`config.mk`:
```
export PLATFORM = sky130hd
export DESIGN_NAME = fetch_unit
export DESIGN_NICKNAME = d
export VERILOG_FILES = /design/src/rtl/cpu_pkg.sv /design/src/rtl/fetch_fifo.sv /design/src/rtl/fetch_unit.sv
export SDC_FILE = /design/constraint.sdc
export NUM_CORES = 1
export LEC_CHECK = 0
export BUFFER_PORTS_ARGS = -buffer_cell sky130_fd_sc_hd__buf_2
export CAP_MARGIN = 30
export CORE_ASPECT_RATIO = 0.5
export CORE_MARGIN = 2
export CORE_UTILIZATION = 56
export CTS_CLUSTER_DIAMETER = 200
export DETAILED_ROUTE_END_ITERATION = 10
export PLACE_DENSITY = 0.78
export SLEW_MARGIN = 15
export SYNTH_ARGS = -nofsm -noshare
export SYNTH_HDL_FRONTEND = slang
export SYNTH_SLANG_ARGS = --single-unit
```
`constraint.sdc`:
```
create_clock -name clk -period 6.7 [get_ports clk]
set_clock_uncertainty 0.05 [all_clocks]
set_input_delay 1.34 -clock clk [delete_from_list [all_inputs] [get_ports clk]]
set_output_delay 1.34 -clock clk [all_outputs]
set_load 0.02 [all_outputs]
```
`src/rtl/cpu_pkg.sv`:
```
// Shared SimpRisc fetch types: entry struct, PC constants and the fetch FSM state encoding.
// The HALT state is only entered when fetch_unit is built with FETCH_MISALIGN_TRAP_EN.
package cpu_pkg;
  localparam int          ILEN    = 32;
  localparam logic [31:0] PC_STEP = 32'd4;

  typedef struct packed {
    logic [ILEN-1:0] pc;
    logic [ILEN-1:0] inst;
  } fetch_entry_t;

  typedef enum logic [1:0] {
    BOOT  = 2'd0,
    FETCH = 2'd1,
    HALT  = 2'd2
  } fetch_state_t;

  function automatic logic [31:0] next_pc(input logic [31:0] pc);
    return pc + PC_STEP;
  endfunction
endpackage

```
`src/rtl/fetch_fifo.sv`:
```
// Instruction buffer between imem and decode: power-of-two depth, synchronous flush,
// and a head that holds its last value while the buffer is empty.
module fetch_fifo
  import cpu_pkg::*;
#(
  parameter int DEPTH = 2
) (
  input  logic                    clk,
  input  logic                    nreset,
  input  logic                    flush,
  input  logic                    push,
  input  logic [ILEN-1:0]         push_pc,
  input  logic [ILEN-1:0]         push_inst,
  input  logic                    pop,
  output logic [ILEN-1:0]         head_pc,
  output logic [ILEN-1:0]         head_inst,
  output logic [$clog2(DEPTH):0]  count
);
  localparam int AW = $clog2(DEPTH);

  fetch_entry_t  mem [DEPTH];
  fetch_entry_t  hold;
  fetch_entry_t  head_ent;
  logic [AW-1:0] rd_ptr;
  logic [AW-1:0] wr_ptr;
  logic          do_pop;

  // When empty, the head mirrors the last entry decode saw (zero after reset).
  assign head_ent  = (count != '0) ? mem[rd_ptr] : hold;
  assign head_pc   = head_ent.pc;
  assign head_inst = head_ent.inst;
  assign do_pop    = pop && (count != '0);

  always_ff @(posedge clk) begin
    if (push && !flush) begin
      mem[wr_ptr] <= '{pc: push_pc, inst: push_inst};
    end
  end

  always_ff @(posedge clk or negedge nreset) begin
    if (!nreset) begin
      rd_ptr <= '0;
      wr_ptr <= '0;
      count  <= '0;
      hold   <= '0;
    end else begin
      hold <= head_ent;
      if (flush) begin
        rd_ptr <= '0;
        wr_ptr <= '0;
        count  <= '0;
      end else begin
        if (push) begin
          wr_ptr <= wr_ptr + 1'b1;
        end
        if (do_pop) begin
          rd_ptr <= rd_ptr + 1'b1;
        end
        case ({push, do_pop})
          2'b10:   count <= count + 1'b1;
          2'b01:   count <= count - 1'b1;
          default: count <= count;
        endcase
      end
    end
  end
endmodule

```
`src/rtl/fetch_unit.sv`:
```
// SimpRisc fetch stage: owns the PC, issues word requests to imem, buffers PC-tagged words for decode.
// Build option FETCH_MISALIGN_TRAP_EN: a misaligned redirect halts fetch and raises misalign_trap.
module fetch_unit
  import cpu_pkg::*;
#(
  parameter logic [31:0] RESET_PC   = 32'h0000_0000,
  parameter int          FIFO_DEPTH = 2
) (
  input  logic        clk,
  input  logic        nreset,
  output logic        imem_req_valid,
  input  logic        imem_req_ready,
  output logic [31:0] imem_req_addr,
  input  logic        imem_rsp_valid,
  input  logic [31:0] imem_rsp_data,
  output logic        inst_valid,
  input  logic        inst_ready,
  output logic [31:0] inst_data,
  output logic [31:0] inst_pc,
`ifdef FETCH_MISALIGN_TRAP_EN
  output logic        misalign_trap,
`endif
  input  logic        redirect_valid,
  input  logic [31:0] redirect_pc
);
  localparam int CW = $clog2(FIFO_DEPTH) + 1;

  // Handshakes: a transfer happens in a cycle where valid && ready at the rising edge;
  // valid never depends on ready of the same interface, imem responses are never stalled.
  fetch_state_t  state;
  logic [31:0]   fetch_pc;
  logic [31:0]   inflight_pc;
  logic          epoch;
  logic          inflight_epoch;
  logic          outstanding;
  logic [CW-1:0] fifo_count;
  logic [CW:0]   occupancy;
  logic          pop;
  logic          push;
  logic          accept;
  logic          redirect;
  logic [31:0]   target;

  assign redirect = redirect_valid && (state != BOOT);
  assign target   = redirect_pc & 32'hFFFF_FFFC;
  assign pop      = inst_valid && inst_ready;
  assign inst_valid = (fifo_count != '0);

  // Count buffered plus in-flight words so every accepted request has a guaranteed slot.
  assign occupancy = {1'b0, fifo_count} + {{CW{1'b0}}, outstanding} - {{CW{1'b0}}, pop};
  assign imem_req_valid = (state == FETCH) && !redirect_valid &&
                          (occupancy < (CW+1)'(FIFO_DEPTH));
  assign imem_req_addr  = fetch_pc;
  assign accept         = imem_req_valid && imem_req_ready;

  // Stale-epoch responses and responses colliding with a redirect are dropped.
  assign push = imem_rsp_valid && outstanding && (inflight_epoch == epoch) && !redirect;

  always_ff @(posedge clk or negedge nreset) begin
    if (!nreset) begin
      state          <= BOOT;
      fetch_pc       <= RESET_PC;
      epoch          <= 1'b0;
      outstanding    <= 1'b0;
      inflight_pc    <= '0;
      inflight_epoch <= 1'b0;
`ifdef FETCH_MISALIGN_TRAP_EN
      misalign_trap  <= 1'b0;
`endif
    end else begin
      outstanding <= accept;
      if (accept) begin
        inflight_pc    <= fetch_pc;
        inflight_epoch <= epoch;
      end
      case (state)
        BOOT: state <= FETCH;
        FETCH, HALT: begin
          if (redirect) begin
            epoch    <= ~epoch;
            fetch_pc <= target;
`ifdef FETCH_MISALIGN_TRAP_EN
            if (redirect_pc[1:0] != 2'b00) begin
              state         <= HALT;
              misalign_trap <= 1'b1;
            end else begin
              state         <= FETCH;
              misalign_trap <= 1'b0;
            end
`endif
          end else if (accept) begin
            fetch_pc <= next_pc(fetch_pc);
          end
        end
        default: state <= BOOT;
      endcase
    end
  end

  fetch_fifo #(
    .DEPTH (FIFO_DEPTH)
  ) u_fifo (
    .clk       (clk),
    .nreset    (nreset),
    .flush     (redirect),
    .push      (push),
    .push_pc   (inflight_pc),
    .push_inst (imem_rsp_data),
    .pop       (pop),
    .head_pc   (inst_pc),
    .head_inst (inst_data),
    .count     (fifo_count)
  );
endmodule

```
; Yosys cells after proc, flatten, opt, wreduce, memory -nomap -nowiden
; Memory sizes are Yosys's and may differ from the RTL's.
; Cells that the tools add are included.
[totals]
regBits = 137
latch_bits = 0
ram_bits = 128
rom_bits = 0
input_bits = 70
elab_cells = 60
mem_count = 1
[mem_list]
columns = memory, words, word_bits, rd, rd_clocked_by_memory_dff, wr, line_no
row1 = u_fifo.mem, 2, 64, 1, 0, 1, fetch_fifo.sv:21  ; fetch_entry_t mem [DEPTH];
[classes]
n_addsub = 7
mul = 0
div = 0
n_lt_le_gt_ge = 1
n_eq_ne = 5
shift = 0
mux = 12
n_bitwise = 1
reduce_logical = 22
[op_table]
columns = operator, count
row1 = 2-to-1 mux 32 bit, 2
row2 = 2-to-1 mux 64 bit, 1
row3 = "adder 32 x 3 -> 32 bit, second input constant", 1
row4 = logical AND 1 bit, 10
row5 = nonzero test 2 bit, 5
row6 = case mux 2 bit (2 select lines), 2
row7 = 2-to-1 mux 1 bit, 6
row8 = "== test 2 x 1 -> 1 bit, second input constant", 2
row9 = "== test 2 bit, second input constant", 2
row10 = AND reduction 2 bit, 2
row11 = adder 2 x 1 -> 3 bit, 1
row12 = "< comparator 3 x 2 -> 1 bit, second input constant", 1
row13 = nonzero test 3 bit, 1
row14 = subtractor 3 x 1 -> 3 bit, 1
row15 = "adder 1 bit, second input constant", 2
row16 = "adder 2 x 1 -> 2 bit, second input constant", 1
row17 = logical NOT 1 bit, 2
row18 = logical NOT 2 bit, 1
row19 = 2-to-1 mux 2 bit, 1
row20 = OR reduction 2 bit, 1
row21 = "subtractor 2 x 1 -> 2 bit, second input constant", 1
row22 = == test 1 bit, 1
row23 = inverter 1 bit, 1

; Longest topological paths before layout
[depth]
word_depth = 8
mapped_depth = 13
mapped_depth_nobuf = 13

; Cells and area by module
; From an unflattened synthesis, not the netlist that was laid out.
[hier_totals]
cells_unflattened = 777
hier_area_um2 = 10172.3
[by_module_without_submodules]
columns = module, instances, cells_each, area_each_um2, seq_area_each_um2
row1 = fetch_fifo, 1, 427, 7060.5, 5545.3
row2 = fetch_unit, 1, 350, 3111.7, 1601.5

; Worst setup path after synthesis
; Ideal clock, no wire load.
[synth_path]
path_kind = input -> register
start = input port redirect_valid
end = memory u_fifo.mem[1][0] (netlist name) (enable)
setup_time_ns = 0.571
t_arrival_ns = 6.417
path_slack_ns = -0.338
stages = 4
cell_sequence = and2_1 clkbuf_1 clkbuf_1 nor3b_1
[synth_via]
elab_chain_len = 6
[synth_rtl]
columns = item, line_no
row1 = "start, declared", fetch_unit.sv:23  ; input logic redirect_valid,
row2 = logical AND 1 bit *, fetch_unit.sv:44  ; assign redirect = redirect_valid && (state != BOOT);
row3 = logical NOT 1 bit *, "fetch_fifo.sv:35, fetch_unit.sv:57"
row4 = logical AND 1 bit, fetch_unit.sv:57  ; assign push = imem_rsp_valid && outstanding && (inflight_epoch == epoch) && !redirect;
row5 = logical AND 1 bit *, fetch_fifo.sv:35  ; if (push && !flush) begin
row6 = 2-to-1 mux 1 bit *, fetch_fifo.sv:35
row7 = 2-to-1 mux 1 bit (implied by the code) *, fetch_fifo.sv:36  ; mem[wr_ptr] <= '{pc: push_pc, inst: push_inst};
row8 = "end, declared", fetch_fifo.sv:21
; Every way passes the cells marked *; elsewhere a longest branch is shown, timed or not.

; Worst setup path after layout
[layout_path]
start = input port inst_ready
end = output port imem_req_valid
[layout_via]
elab_chain_len = 4
[layout_rtl]
columns = item, line_no
row1 = "start, declared", fetch_unit.sv:17  ; input logic inst_ready,
row2 = logical AND 1 bit, fetch_unit.sv:46  ; assign pop = inst_valid && inst_ready;
row3 = subtractor 3 x 1 -> 3 bit, fetch_unit.sv:50  ; assign occupancy = {1'b0, fifo_count} + {{CW{1'b0}}, outstanding} - {{CW{1'b0}}, pop};
row4 = < comparator 3 x 2 -> 1 bit, fetch_unit.sv:52  ; (occupancy < (CW+1)'(FIFO_DEPTH));
row5 = logical AND 1 bit, fetch_unit.sv:51  ; assign imem_req_valid = (state == FETCH) && !redirect_valid &&
row6 = "end, declared", fetch_unit.sv:11  ; output logic imem_req_valid,
; No other way between the ends.

==> summary.txt <==
Logic synthesis
  • EDFF count, synth: 124
  • Top FF cell, synth: dfrtp_1
  • Synth top cells by count: 178 x nand2_1, 132 x dfrtp_1, 124 x edfxtp_1, 74 x o21ai_0, 64 x mux2i_1
  • Most common cell in the synthesized netlist: nand2_1
  • Post-synth cell types: 49
  • Mapped Area: 9950 µm²
  • Syn Inst Count: 769
  • Top post-synthesis cells by area: edfxtp_1 37%, dfrtp_1 33%, nand2_1 6.7%, mux2i_1 6.4%, o21ai_0 3.7%
  • Most area-hungry cell type in the Yosys netlist: edfxtp_1
  • Post-synth top area share: 0.374
  • Post-synthesis sequential area ratio: 0.706
  • Seq cells post-synth: 256
  • Async S/R FF share, synth: 0.516
  • Syn avg cell area: 12.9 µm²
  • Yosys warning count: 0

Outcome
  • Run status: finished, final reports clean

Timing
  • Fin. max-slew vios: 0
  • Worst Slack Setup Final: 2120 ps
  • Relative slew slack: 0.428
  • Fmax: 218 MHz
  • Final period util: 0.683
  • RSZ-0062 raised after global routing: false
  • Final setup violating endpoints: 0
  • Hold slack: 424 ps
  • Final-report hold violation count: 0
  • Worst Tran Pin Value: 858 ps
  • Final TNS setup: 0 ps
  • Final min period: 4580 ps

CTS
  • Setup bufs post-CTS: 0
  • CTS resizes: 0
  • Reg clk slew, reported paths: 70 ps
  • CTS tree: built
  • Hold bufs inserted after CTS: 0
  • Max clock buf depth: 3
  • Root Buffer: clkbuf_16
  • Clk_lat worst skew: 500 ps
  • Total CTS buffers: 22
  • Sinks on Clock Net: 256
  • # H-tree levels: 1

Critical path
  • CP required: 5310 ps
  • WS Path Type: input pin to primary output
  • Reg2reg path depth: 13
  • Arrival @ worst endpoint: 3190 ps
  • Crit end category: primary output
  • CP Max Fanout: 6
  • Critical Path Start Type: input pin

Global route
  • First-pass GRT wire length: 33400 µm
  • Total Routing Usage GR: 0.224
  • Initial antenna violation count: 0
  • Vias in the first global route: 6381
  • Largest net degree at the start of global routing: 95
  • GR Overflow Total: 0

Power and ir drop
  • Total power: 4.91 mW
  • Pleak: 4.97 nW
  • Max rail drop VDD: 244 µV
  • Power per standard cell area: 418 nW/µm²

Detailed routing
  • DR DRC count: 0
  • DR vias: 6389
  • Post-DRT Antenna Nets: 0
  • Vias per cell: 5.44
  • Routed WL: 20600 µm
  • DRT Pass-1 Iters: 5
  • Routed wire per std cell: 17.5 µm
  • Drt initial violations: 382

Worst hold path
  • Hold depth: 0
  • Hold crit path type: flop to flop

Placement
  • GPL Wtd Cong: 0.869
  • Placed Cells: 1135
  • Buffers on Ports: 163
  • Hpwl dp: 13300 µm
  • DP Worst Slack: 1920 ps

Finish
  • N_diodes: 0
  • Final net count: 998
  • Area Growth Syn to Fin: 18.1%
  • Count of non-filler cells in the finished layout: 1175
  • Share of cells above drive strength 1: 0.235
  • Fill count: 1267

Floorplan
  • Die width: 193 µm
  • Core footprint: 17400 µm²
  • Io pins: 168
  • Std-Cell Rows: 34
  • Die area: 18900 µm²
  • Vert. Die Dim: 98.3 µm
  • Initial Utilization: 0.572

Flow run
  • Max_cap viols: 0
==> final timing paths <==
check	end	from	slack, ps
worst max-delay path	imem_req_valid	inst_ready	2120
worst min-delay path	u_fifo.mem[1][44]	inflight_pc[12]	420
worst max register to register	imem_req_addr[8]	u_fifo.count[1]	2580
worst min register to register	u_fifo.mem[1][44]	inflight_pc[12]	420
max in group asynchronous	u_fifo.rd_ptr	nreset	4390
min in group asynchronous	u_fifo.hold[3]	nreset	800
==> where the power goes <==
group          switching [mW]  internal, mW
clock                   0.538         0.727
combinational           0.895         0.472
sequential              0.248          2.03
total                    1.68          3.23
==> per-stage QoR <==
stage / area (µm²) / util
global route: 11800 / 0.675
CTS: 11800 / 0.675
detailed placement: 11000 / 0.634
global placement: 11000 / 0.630
floorplan: 9960 / -
finish: 11800 / 0.675
==> logic make-up (layout without fill, tap and decap cells) <==
family          Yosys count  in the layout  share of synthesized area
compound gates          102            102                     0.0576
xor+xnor                 19             19                     0.0175
fa+ha+maj                 3              3                    0.00453
buf+inv                  47            218                     0.0192
flops                   256            256                      0.706
mux                      64             64                     0.0644
other cells               2              3                   0.000755
simple gates            276            276                      0.130
==> worst max-delay path, cell delays in order <==
cell and delay, ps:
buf_2 110, nand2_1 130, inv_1 70, ha_1 270, nand2b_1 160, fa_1 420, xor2_2 410, nor3_1 90
buf_2 180
==> layout by cell type (no fill, tap or decap), types with 2 or more instances in the layout <==
master,netlist,layout
edfxtp_1,124,124
a311oi_1,6,6
o31ai_1,2,2
nor2_1,29,28
nand4_1,11,11
clkbuf_8,0,3
xnor2_1,7,7
clkbuf_16,0,24
and4_1,4,4
nor3_1,13,12
ha_1,2,2
xor2_1,11,11
dfrtp_1,132,131
a211oi_1,6,6
conb_1,2,3
and3_1,6,6
a21oi_1,4,4
clkbuf_1,27,6
o21ai_0,74,74
and2_1,5,5
a31oi_1,2,2
nand2_1,178,178
nand2b_1,2,2
clkinv_2,0,4
o21ai_1,2,2
nor4_4,2,2
buf_2,5,162
inv_1,6,6
nand3_1,11,11
nor4_2,4,4
nor4_1,2,2
mux2i_1,64,64
buf_4,2,6
==> flip-flops by register name (all words and copies together) (netlist names) <==
name,cells
u_fifo.wr_ptr,1
state,1
inflight_epoch,1
u_fifo.rd_ptr,1
u_fifo.mem,124
u_fifo.count,2
imem_req_addr,30
inflight_pc,30
outstanding,1
epoch,1
u_fifo.hold,64
==> per-layer routing <==
metal  track usage  routed length, µm  vias to the layer above
li1              -                  -                     3034
met1         0.321               9330                     3122
met2         0.367               9630                      206
met3        0.0410               1310                       27
met4        0.0399                289                        0
met5             0                  0                        -
==> cell type report <==
| class | instances | area (µm²) | share of cell area |
|---|---|---|---|
| Clock buffer | 33 | 664 | 0.0565 |
| Clock inverter | 7 | 62.6 | 0.00532 |
| Inverter | 7 | 26.3 | 0.00224 |
| Multi-Input combinational cell | 467 | 2760 | 0.235 |
| Sequential cell | 256 | 7030 | 0.598 |
| Tap cell | 234 | 293 | 0.0249 |
| Timing Repair Buffer | 171 | 915 | 0.0778 |
(Power assumes the default switching activity.)
